==> src/rtl/mdu_pkg.sv <==
// Shared op codes, FSM states and decode helpers for the HI/LO multiply/divide unit.
package mdu_pkg;

    localparam int DEFAULT_DATA_W = 32;

    typedef enum logic [4:0] {
        OP_NOP   = 5'h00,
        OP_MFHI  = 5'h10,
        OP_MFLO  = 5'h11,
        OP_MTHI  = 5'h12,
        OP_MTLO  = 5'h13,
        OP_MULT  = 5'h14,
        OP_MULTU = 5'h15,
        OP_MADD  = 5'h16,
        OP_MADDU = 5'h17,
        OP_MSUB  = 5'h18,
        OP_MSUBU = 5'h19,
        OP_DIV   = 5'h1A,
        OP_DIVU  = 5'h1B
    } mdu_op_e;

    typedef enum logic [1:0] {
        IDLE,
        MUL,
        DIV,
        DFIX
    } mdu_state_e;

    function automatic logic is_mdu_op(input logic [4:0] op);
        return (op >= OP_MFHI) && (op <= OP_DIVU);
    endfunction

    // Ops that start a busy period (everything except the MF/MT moves).
    function automatic logic is_issue_op(input logic [4:0] op);
        return (op >= OP_MULT) && (op <= OP_DIVU);
    endfunction

    function automatic logic is_div_op(input logic [4:0] op);
        return (op == OP_DIV) || (op == OP_DIVU);
    endfunction

endpackage

==> src/rtl/mdu_divider.sv <==
// Iterative restoring divider on unsigned magnitudes, one quotient bit per cycle.
module mdu_divider #(
    parameter int W = 32
) (
    input  logic         clock,
    input  logic         reset,
    input  logic         start,
    input  logic [W-1:0] dividend,
    input  logic [W-1:0] divisor,
    output logic         busy,
    output logic         done,
    output logic [W-1:0] quotient,
    output logic [W-1:0] remainder
);

    localparam int CW = $clog2(W + 1);

    logic [CW-1:0] cnt;
    logic [W-1:0]  rem;
    logic [W-1:0]  quo;
    logic [W-1:0]  dvs;
    logic [W:0]    shifted;

    // Handshake: start is sampled on an edge while not busy and loads the operands;
    // busy is high for the W iterating cycles; done is high during the last of them,
    // and quotient/remainder hold their final values from that edge until the next start.
    assign busy      = (cnt != '0);
    assign done      = (cnt == CW'(1));
    assign quotient  = quo;
    assign remainder = rem;
    assign shifted   = {rem, quo[W-1]};

    always_ff @(posedge clock) begin
        if (reset) begin
            cnt <= '0;
            rem <= '0;
            quo <= '0;
            dvs <= '0;
        end else if (start && !busy) begin
            cnt <= CW'(W);
            rem <= '0;
            quo <= dividend;
            dvs <= divisor;
        end else if (busy) begin
            if (shifted >= {1'b0, dvs}) begin
                rem <= W'(shifted - {1'b0, dvs});
                quo <= {quo[W-2:0], 1'b1};
            end else begin
                rem <= shifted[W-1:0];
                quo <= {quo[W-2:0], 1'b0};
            end
            cnt <= cnt - CW'(1);
        end
    end

endmodule

==> src/rtl/mdu_hilo.sv <==
// Multi-cycle multiply/divide unit owning HI/LO, with MADD/MSUB accumulation
// and a combinational interlock for MDU ops presented while busy.
module mdu_hilo
    import mdu_pkg::*;
#(
    parameter int DATA_W     = DEFAULT_DATA_W,
    parameter int MUL_CYCLES = 4
) (
    input  logic              clock,
    input  logic              reset,
    input  logic              EX_Stall,
    input  logic              EX_Flush,
    input  logic [DATA_W-1:0] A,
    input  logic [DATA_W-1:0] B,
    input  logic [4:0]        Operation,
    output logic [DATA_W-1:0] Result,
    output logic              ALU_Stall,
    output logic [DATA_W-1:0] out_HI,
    output logic [DATA_W-1:0] out_LO
);

    localparam int CNT_W = (MUL_CYCLES > 1) ? $clog2(MUL_CYCLES) : 1;
    localparam logic [CNT_W-1:0] CNT_LAST = CNT_W'(MUL_CYCLES - 1);

    mdu_state_e          state, state_next;
    mdu_op_e             op_q;
    logic [DATA_W-1:0]   a_q, b_q;
    logic [CNT_W-1:0]    cnt;
    logic                accept, issue, issue_div, mul_last, signed_mul;
    logic [2*DATA_W-1:0] ext_a, ext_b, prod, mul_res;
    logic                div_busy, div_done, quo_neg, rem_neg;
    logic [DATA_W-1:0]   div_a, div_b, div_quo, div_rem, fix_quo, fix_rem;

    assign accept    = (state == IDLE) && !EX_Stall && !EX_Flush && is_mdu_op(Operation);
    assign issue     = accept && is_issue_op(Operation);
    assign issue_div = issue && is_div_op(Operation);
    assign mul_last  = (state == MUL) && (cnt == CNT_LAST);

    // The divider sees magnitudes; signs are re-applied from the latched operands in DFIX.
    assign div_a = ((Operation == OP_DIV) && A[DATA_W-1]) ? -A : A;
    assign div_b = ((Operation == OP_DIV) && B[DATA_W-1]) ? -B : B;

    mdu_divider #(.W(DATA_W)) u_divider (
        .clock     (clock),
        .reset     (reset),
        .start     (issue_div),
        .dividend  (div_a),
        .divisor   (div_b),
        .busy      (div_busy),
        .done      (div_done),
        .quotient  (div_quo),
        .remainder (div_rem)
    );

    assign quo_neg = (op_q == OP_DIV) && (a_q[DATA_W-1] ^ b_q[DATA_W-1]);
    assign rem_neg = (op_q == OP_DIV) && a_q[DATA_W-1];
    assign fix_quo = quo_neg ? -div_quo : div_quo;
    assign fix_rem = rem_neg ? -div_rem : div_rem;

    assign signed_mul = (op_q == OP_MULT) || (op_q == OP_MADD) || (op_q == OP_MSUB);
    assign ext_a = signed_mul ? {{DATA_W{a_q[DATA_W-1]}}, a_q} : {{DATA_W{1'b0}}, a_q};
    assign ext_b = signed_mul ? {{DATA_W{b_q[DATA_W-1]}}, b_q} : {{DATA_W{1'b0}}, b_q};
    assign prod  = ext_a * ext_b;

    // Accumulation uses HI/LO as they stand at completion, not at issue.
    always_comb begin
        mul_res = prod;
        case (op_q)
            OP_MADD, OP_MADDU: mul_res = {out_HI, out_LO} + prod;
            OP_MSUB, OP_MSUBU: mul_res = {out_HI, out_LO} - prod;
            default:           mul_res = prod;
        endcase
    end

    always_ff @(posedge clock) begin
        if (reset) begin
            state <= IDLE;
            cnt   <= '0;
            op_q  <= OP_NOP;
            a_q   <= '0;
            b_q   <= '0;
        end else begin
            state <= state_next;
            if (issue) begin
                op_q <= mdu_op_e'(Operation);
                a_q  <= A;
                b_q  <= B;
                cnt  <= '0;
            end else if (state == MUL) begin
                cnt <= cnt + CNT_W'(1);
            end
        end
    end

    always_comb begin
        state_next = state;
        case (state)
            IDLE: if (issue) state_next = is_div_op(Operation) ? DIV : MUL;
            MUL:  if (mul_last) state_next = IDLE;
            DIV: begin
                if (div_done)       state_next = DFIX;
                else if (!div_busy) state_next = IDLE;
            end
            DFIX:    state_next = IDLE;
            default: state_next = IDLE;
        endcase
    end

    always_comb begin
        ALU_Stall = (state != IDLE) && is_mdu_op(Operation) && !EX_Flush;
        Result    = '0;
        if (Operation == OP_MFHI)      Result = out_HI;
        else if (Operation == OP_MFLO) Result = out_LO;
    end

    always_ff @(posedge clock) begin
        if (reset) begin
            out_HI <= '0;
            out_LO <= '0;
        end else if (mul_last) begin
            {out_HI, out_LO} <= mul_res;
        end else if (state == DFIX) begin
            if (b_q == '0) begin
                out_LO <= '1;
                out_HI <= a_q;
            end else begin
                out_LO <= fix_quo;
                out_HI <= fix_rem;
            end
        end else if (accept && (Operation == OP_MTHI)) begin
            out_HI <= A;
        end else if (accept && (Operation == OP_MTLO)) begin
            out_LO <= A;
        end
    end

endmodule

==> config.mk <==
export PLATFORM = sky130hd
export DESIGN_NAME = mdu_hilo
export DESIGN_NICKNAME = d
export VERILOG_FILES = /design/src/rtl/mdu_pkg.sv /design/src/rtl/mdu_divider.sv /design/src/rtl/mdu_hilo.sv
export SDC_FILE = /design/constraint.sdc
export NUM_CORES = 2
export LEC_CHECK = 0
export BUFFER_PORTS_ARGS = -buffer_cell sky130_fd_sc_hd__buf_4
export CELL_PAD_IN_SITES_DETAIL_PLACEMENT = 0
export CELL_PAD_IN_SITES_GLOBAL_PLACEMENT = 1
export CORE_MARGIN = 8
export CORE_UTILIZATION = 45
export CTS_BUF_LIST = sky130_fd_sc_hd__clkbuf_16
export DETAILED_ROUTE_END_ITERATION = 16
export HOLD_SLACK_MARGIN = 0.08
export PLACE_DENSITY = 0.86
export SLEW_MARGIN = 20
export SYNTH_ARGS = -nofsm -noshare
export SYNTH_HDL_FRONTEND = slang
export SYNTH_SLANG_ARGS = --single-unit
==> constraint.sdc <==
create_clock -name clock -period 16.1 [get_ports clock]
set_clock_uncertainty 0.1 [all_clocks]
set_input_delay 3.22 -clock clock [delete_from_list [all_inputs] [get_ports clock]]
set_output_delay 3.22 -clock clock [all_outputs]
set_load 0.01 [all_outputs]
Yosys cells after proc, flatten, opt, wreduce, memory -nomap -nowiden:

Index checks and enable logic that the tools add are counted.
Widths: inputs -> output; s select.

* bits in registers: 239
* input bits: 73
* word-level logic and storage cells: 114

* add/subtract/negate cells: 9
* $mul: 1
* magnitude comparators: 4
* eq/ne operators: 21
* muxes and demuxes: 30
* bitwise gates (word level): 1
* reduce and logical (&&, ||, !) cells: 36

Operator list (number)
* $mux 32: 18
* $mux 64: 2
* $neg 32->32: 4
* $pmux 64 s2: 1
* $add 64x64->64: 1
* $mul 64x64->64: 1
* $sub 64x64->64: 1
* $eq 5x5->1 const B: 12
* $ge 33x32->1: 1
* $logic_not 32->1: 1
* $sub 32x32->32: 1
* $logic_and 1x1->1: 17
* $mux 6: 2
* $ge 5x5->1 const B: 2
* $mux 2: 5
* $pmux 2 s4: 1
* $reduce_or 2->1: 4
* $eq 2x2->1 const B: 3
* $eq 6x1->1 const B: 1
* $ne 3x3->1 const B: 2
* $reduce_bool 3->1: 2
* $reduce_bool 6->1: 1
* $sub 6x1->6 const B: 1
* $le 5x5->1 const B: 1
* other kinds (11): 17

Logic depth before layout (Yosys ltp):

* depth in word-level cells: 9
* gate-level depth with buffers: 54
* gate-level depth less buffers: 50

By module:

Synthesis repeated with hierarchy kept, for this count alone.

* cell total of the unflattened synthesis: 8285
* area total of the unflattened synthesis: 69476.6 sq um

Modules (own cells, without submodules)
* mdu_hilo: times used 1, cells an instance 7522, area an instance 63419.6 sq um, sequential area each 2742.6 sq um
* mdu_divider: times used 1, cells an instance 763, area an instance 6057.1 sq um, sequential area each 2042.0 sq um

Worst setup path after synthesis:

OpenSTA, ideal clock, no wires.

* path kind: reg-to-reg
* from: register op_q[3]
* to: register out_HI[31]
* library setup time: 0.082 ns
* arrival time: 12.498 ns
* required time: 15.918 ns
* path slack: 3.419 ns
* cell stages (with the launch flop): 48
* buffers on the path: 3
* cells stage by stage: dfxtp_1 -> nor2b_1 -> nor2b_1 -> o21a_1 -> and2_1 -> clkbuf_1 -> clkbuf_1 -> nand2_1 -> fa_1 -> inv_1 -> fa_1 -> inv_1 -> fa_1 -> inv_1 -> fa_1 -> inv_1 -> fa_1 -> inv_1 -> [... 12 more ...] -> nand2_1 -> xor2_1 -> or3_1 -> or2_2 -> or4b_1 -> o21ai_0 -> xor2_1 -> ha_1 -> nand2_1 -> nor2_1 -> and2_1 -> nand2_1 -> a21oi_1 -> o31ai_1 -> xnor2_1 -> xnor2_1 -> a2111o_1 -> o221ai_1

* longest elaborated chain between the ends: 8
* elaborated cells on any way between the ends: 21
* those cells by class: add/sub: 2; mul: 1; eq/ne: 6; mux: 7; reduce/logical: 5

Ends and longest elaborated chain
* from (decl): line mdu_hilo.sv:26 `mdu_op_e op_q;`
* from (signal assigned): line mdu_hilo.sv:85 `op_q <= mdu_op_e'(Operation);`
* $eq 5x5->1, on equally long branches: line mdu_hilo.sv:60, mdu_hilo.sv:68
* $logic_or 1x1->1 (2 in a row): line mdu_hilo.sv:60 `assign signed_mul = (op_q == OP_MULT) || (op_q == OP_MADD) || (op_q == OP_MSUB);`
* $mux 64, on equally long branches: line mdu_hilo.sv:61, mdu_hilo.sv:62
* $mul 64x64->64: line mdu_hilo.sv:63 `assign prod = ext_a * ext_b;`
* $sub 64x64->64 / $add 64x64->64 (equally long branches): line mdu_hilo.sv:70, mdu_hilo.sv:69
* $pmux 64 s2: line mdu_hilo.sv:68 `case (op_q)`
* $mux 32 *: line mdu_hilo.sv:120 `end else if (mul_last) begin`
* to (signal assigned): line mdu_hilo.sv:121 `{out_HI, out_LO} <= mul_res;`
* to (signal assigned): line mdu_hilo.sv:125 `out_HI <= a_q;`
* to (signal assigned): line mdu_hilo.sv:128 `out_HI <= fix_rem;`
* to (decl): line mdu_hilo.sv:18 `output logic [DATA_W-1:0] out_HI,`

Mark *: on every way between the ends. The rest lies on a longest branch, timed or not.
A chain may end at the register's enable or synchronous reset.

Final worst setup path:

* from: register op_q[3]
* to: register out_HI[30]

Same word-level chain as after synthesis.

==> impl_metrics.ini <==
[floorplanning]
fp-row-count = 142
die-width_um = 405
design.core.area_um2 = 150000
die-area_um2 = 164000
die_h_um = 405
ios = 170
initial_core_util = 0.454

[clock_network]
cts_hold_buf = 0
path_clk_slew_ns = 0.07
ctsResizeCount = 0
h-tree-depth = 1
clockBufferDepth = 3
tritoncts = yes
cts-buffers-inserted = 29
root_buffer = clkbuf_16
clk-insertion-delay-late_ns = 0.61
post-cts-setup-buffers = 0
cts.sinks = 239

[critical_path]
crit_required_ns = 16.48
cp_max_fo = 18
cp.arrival_ns = 15.43
critPathLaunchType = flip-flop
r2r_start = op_q[3]$_SDFFE_PP0P_
path_class = reg -> reg
slowest_delay_ns = 0.95
endpoint_kind = flip-flop
reg2reg_slack_ns = 1.05
slowest_stage = o21a_1
critPathLaunch = op_q[3]$_SDFFE_PP0P_

[global_routing]
grt_pass1_vias = 58600
grt-ovfl-total = 0
antenna_found_initial = 10
grtUsageTotal = 0.284
grt_max_degree = 91
grt_pass1_wl_um = 358000

[yosys]
synth.top_cell.area_share = 0.419
synth_ff_type = dfxtp_1
ys_seq_area_frac = 0.0703
synth_area_leaders = fa_1 (42%), inv_1 (9.1%), ha_1 (7.5%), dfxtp_1 (7.0%), nand2_1 (6.5%)
yosys_warnings = 0
syn_inst = 8106
syn_area_um2 = 68100
synth.avg_cell_area_um2 = 8.40
synthArstFlopShare = 0
synth_largest_area_cell = fa_1
synth_seq_cells = 239
synth_edf_count = 0
ys_types = 84
synth_fp_nets = 10000

[detailed_routing]
routed_wl_um = 233000
vias_per_cell = 5.61
wire_per_inst_um = 23.3
drtIter0Drc = 4906
drc = 0
via_count = 56000
ant_nets = 0
dr.pass1.iters = 6

[placement]
place_congestion = 1.03
hpwlAfterDp_um = 189000
placed_cells = 9924
place.port_buffers = 169

[worst_hold_path]
holdCritStartpoint = a_q[24]$_SDFFE_PP0P_
hp-class = reg -> reg

[cells_and_area]
multi_input_area_um2 = 55400
fin_util = 0.479
seqCellArea_um2 = 4810
syn_to_final_growth_pct = 5.61
drive_above_1_share = 0.0489
num-nets-final = 9844
fill_cells = 14500
final_cells = 9985

[timing]
drv_slew = 0
worst_slew_pin_slew_ns = 1.17
max_freq_ghz = 0.0664
hold_violations = 0
post-route-period-util = 0.935
fin_setup_tns_ns = 0
rsz0062_at_grt = false
max_slew_margin = 0.217
setup_viol = 0
min_period_ns = 15.05

[power]
p_per_area_nw_per_um2 = 40.8
ir_drop_v = 0.000222
power.leakage_nw = 35.9

[run_status]
status = completed

[flow_run]
drv_cap = 0
## cells in the mapped netlist, types with 8 or more instances
cell / count
or4_1: 12
and4_1: 8
buf_1: 21
a211oi_1: 93
o22ai_1: 11
nor2b_1: 29
ha_1: 406
or2_2: 14
dfxtp_1: 239
a31o_2: 8
o31ai_1: 27
o21bai_1: 25
and3_1: 41
xnor2_1: 212
o2111ai_1: 8
o41ai_1: 12
fa_1: 1426
o21a_1: 26
nand3_1: 49
o211ai_1: 52
a31oi_1: 36
a311oi_1: 29
nand2_1: 1173
nor2_1: 412
xor2_1: 154
or3_1: 17
o221ai_1: 31
a22o_1: 14
inv_1: 1655
nand3b_1: 12
nor4_1: 42
mux2i_1: 58
and2_1: 349
o21ai_0: 213
a21o_1: 94
nor3_1: 69
a21oi_1: 391
nand4_1: 42
a21boi_0: 10
nand2b_1: 33
clkbuf_1: 458
## flip-flops by register name (all words and copies together), names as in the netlist
name,flops
a_q,32
b_q,32
cnt,2
op_q,5
out_HI,32
out_LO,32
state,2
u_divider.cnt,6
u_divider.dvs,32
u_divider.quotient,32
u_divider.remainder,32
## layout make-up
class	instances	area share
antenna	8	0.000278
clock buffer	29	0.0101
clock inverter	24	0.00211
inverter	1655	0.0864
multi-input combinational	5732	0.770
sequential	239	0.0669
tap	2016	0.0351
timing repair buffer	282	0.0295
## kinds of logic after synthesis
kind of cell / after synthesis / share of synthesized area
compound gates: 1144 / 0.106
xor+xnor: 367 / 0.0474
fa+ha+maj: 1835 / 0.494
buf+inv: 2135 / 0.118
flops: 239 / 0.0703
mux: 58 / 0.00853
simple gates: 2328 / 0.156
## final timing paths
check	end	cells past startpoint
worst max register to register	out_HI[30]$_SDFFE_PP0P_	47
worst max-delay path	out_HI[30]$_SDFFE_PP0P_	47
worst min-delay path	a_q[24]$_SDFFE_PP0P_	2
worst min register to register	a_q[24]$_SDFFE_PP0P_	2
## layer usage
metal / vias up / share of wire / global-route usage
met5: - / 0.000056 / 0
met1: 28600 / 0.41 / 0.376
met2: 2290 / 0.47 / 0.465
li1: 24600 / - / -
met3: 492 / 0.079 / 0.0461
met4: 2 / 0.050 / 0.115
## worst max-delay path, delay by kind of cell (launching register included)
family / cells / cell delay, ns
buffers and inverters: 7 / 1.17
xor gates and xnor gates: 2 / 0.55
adders and majority gates: 11 / 4.58
AOI/OAI and AO/OA: 15 / 4.79
DFF: 1 / 0.42
and+or+nand+nor: 12 / 3.26
## report_power, final
| group | total (W) | leakage, nW | internal, W | switching [W] |
|---|---|---|---|---|
| combinational | 0.00157 | 33.5 | 0.000596 | 0.000971 |
| clock | 0.000647 | 0.439 | 0.000343 | 0.000303 |
| sequential | 0.000718 | 1.94 | 0.000635 | 0.0000831 |
| total | 0.00293 | 35.9 | 0.00157 | 0.00136 |
## layout by cell type, fill, tap and decap left out, drive strengths merged, types with 30 or more instances in the layout
master	Yosys	routed
nor2	412	412
dfxtp	239	239
and2	349	349
nand3	49	49
fa	1426	1426
nor4	44	44
ha	406	406
xor2	154	154
and3	41	41
o221ai	31	31
inv	1655	1660
nand2	1173	1173
a211oi	93	93
o211ai	52	52
nand2b	33	33
o21ai	218	218
a21o	94	94
buf	22	282
a21oi	392	392
mux2i	58	58
a31oi	36	36
nand4	42	42
xnor2	212	212
nor3	69	69
nor2b	30	30
## per-stage QoR
step                power, W  cell area (µm²)  hold slack, ns  setup slack (ns)
floorplan            0.00185            68100           0.337              3.42
detailed placement   0.00226            71000           0.348              1.27
finish               0.00293            71900           0.358              1.05
global route         0.00310            71900           0.377             0.342
global placement     0.00224            71000           0.343              1.66
CTS                  0.00290            71900           0.357              1.23
(Power assumes the default switching activity.)
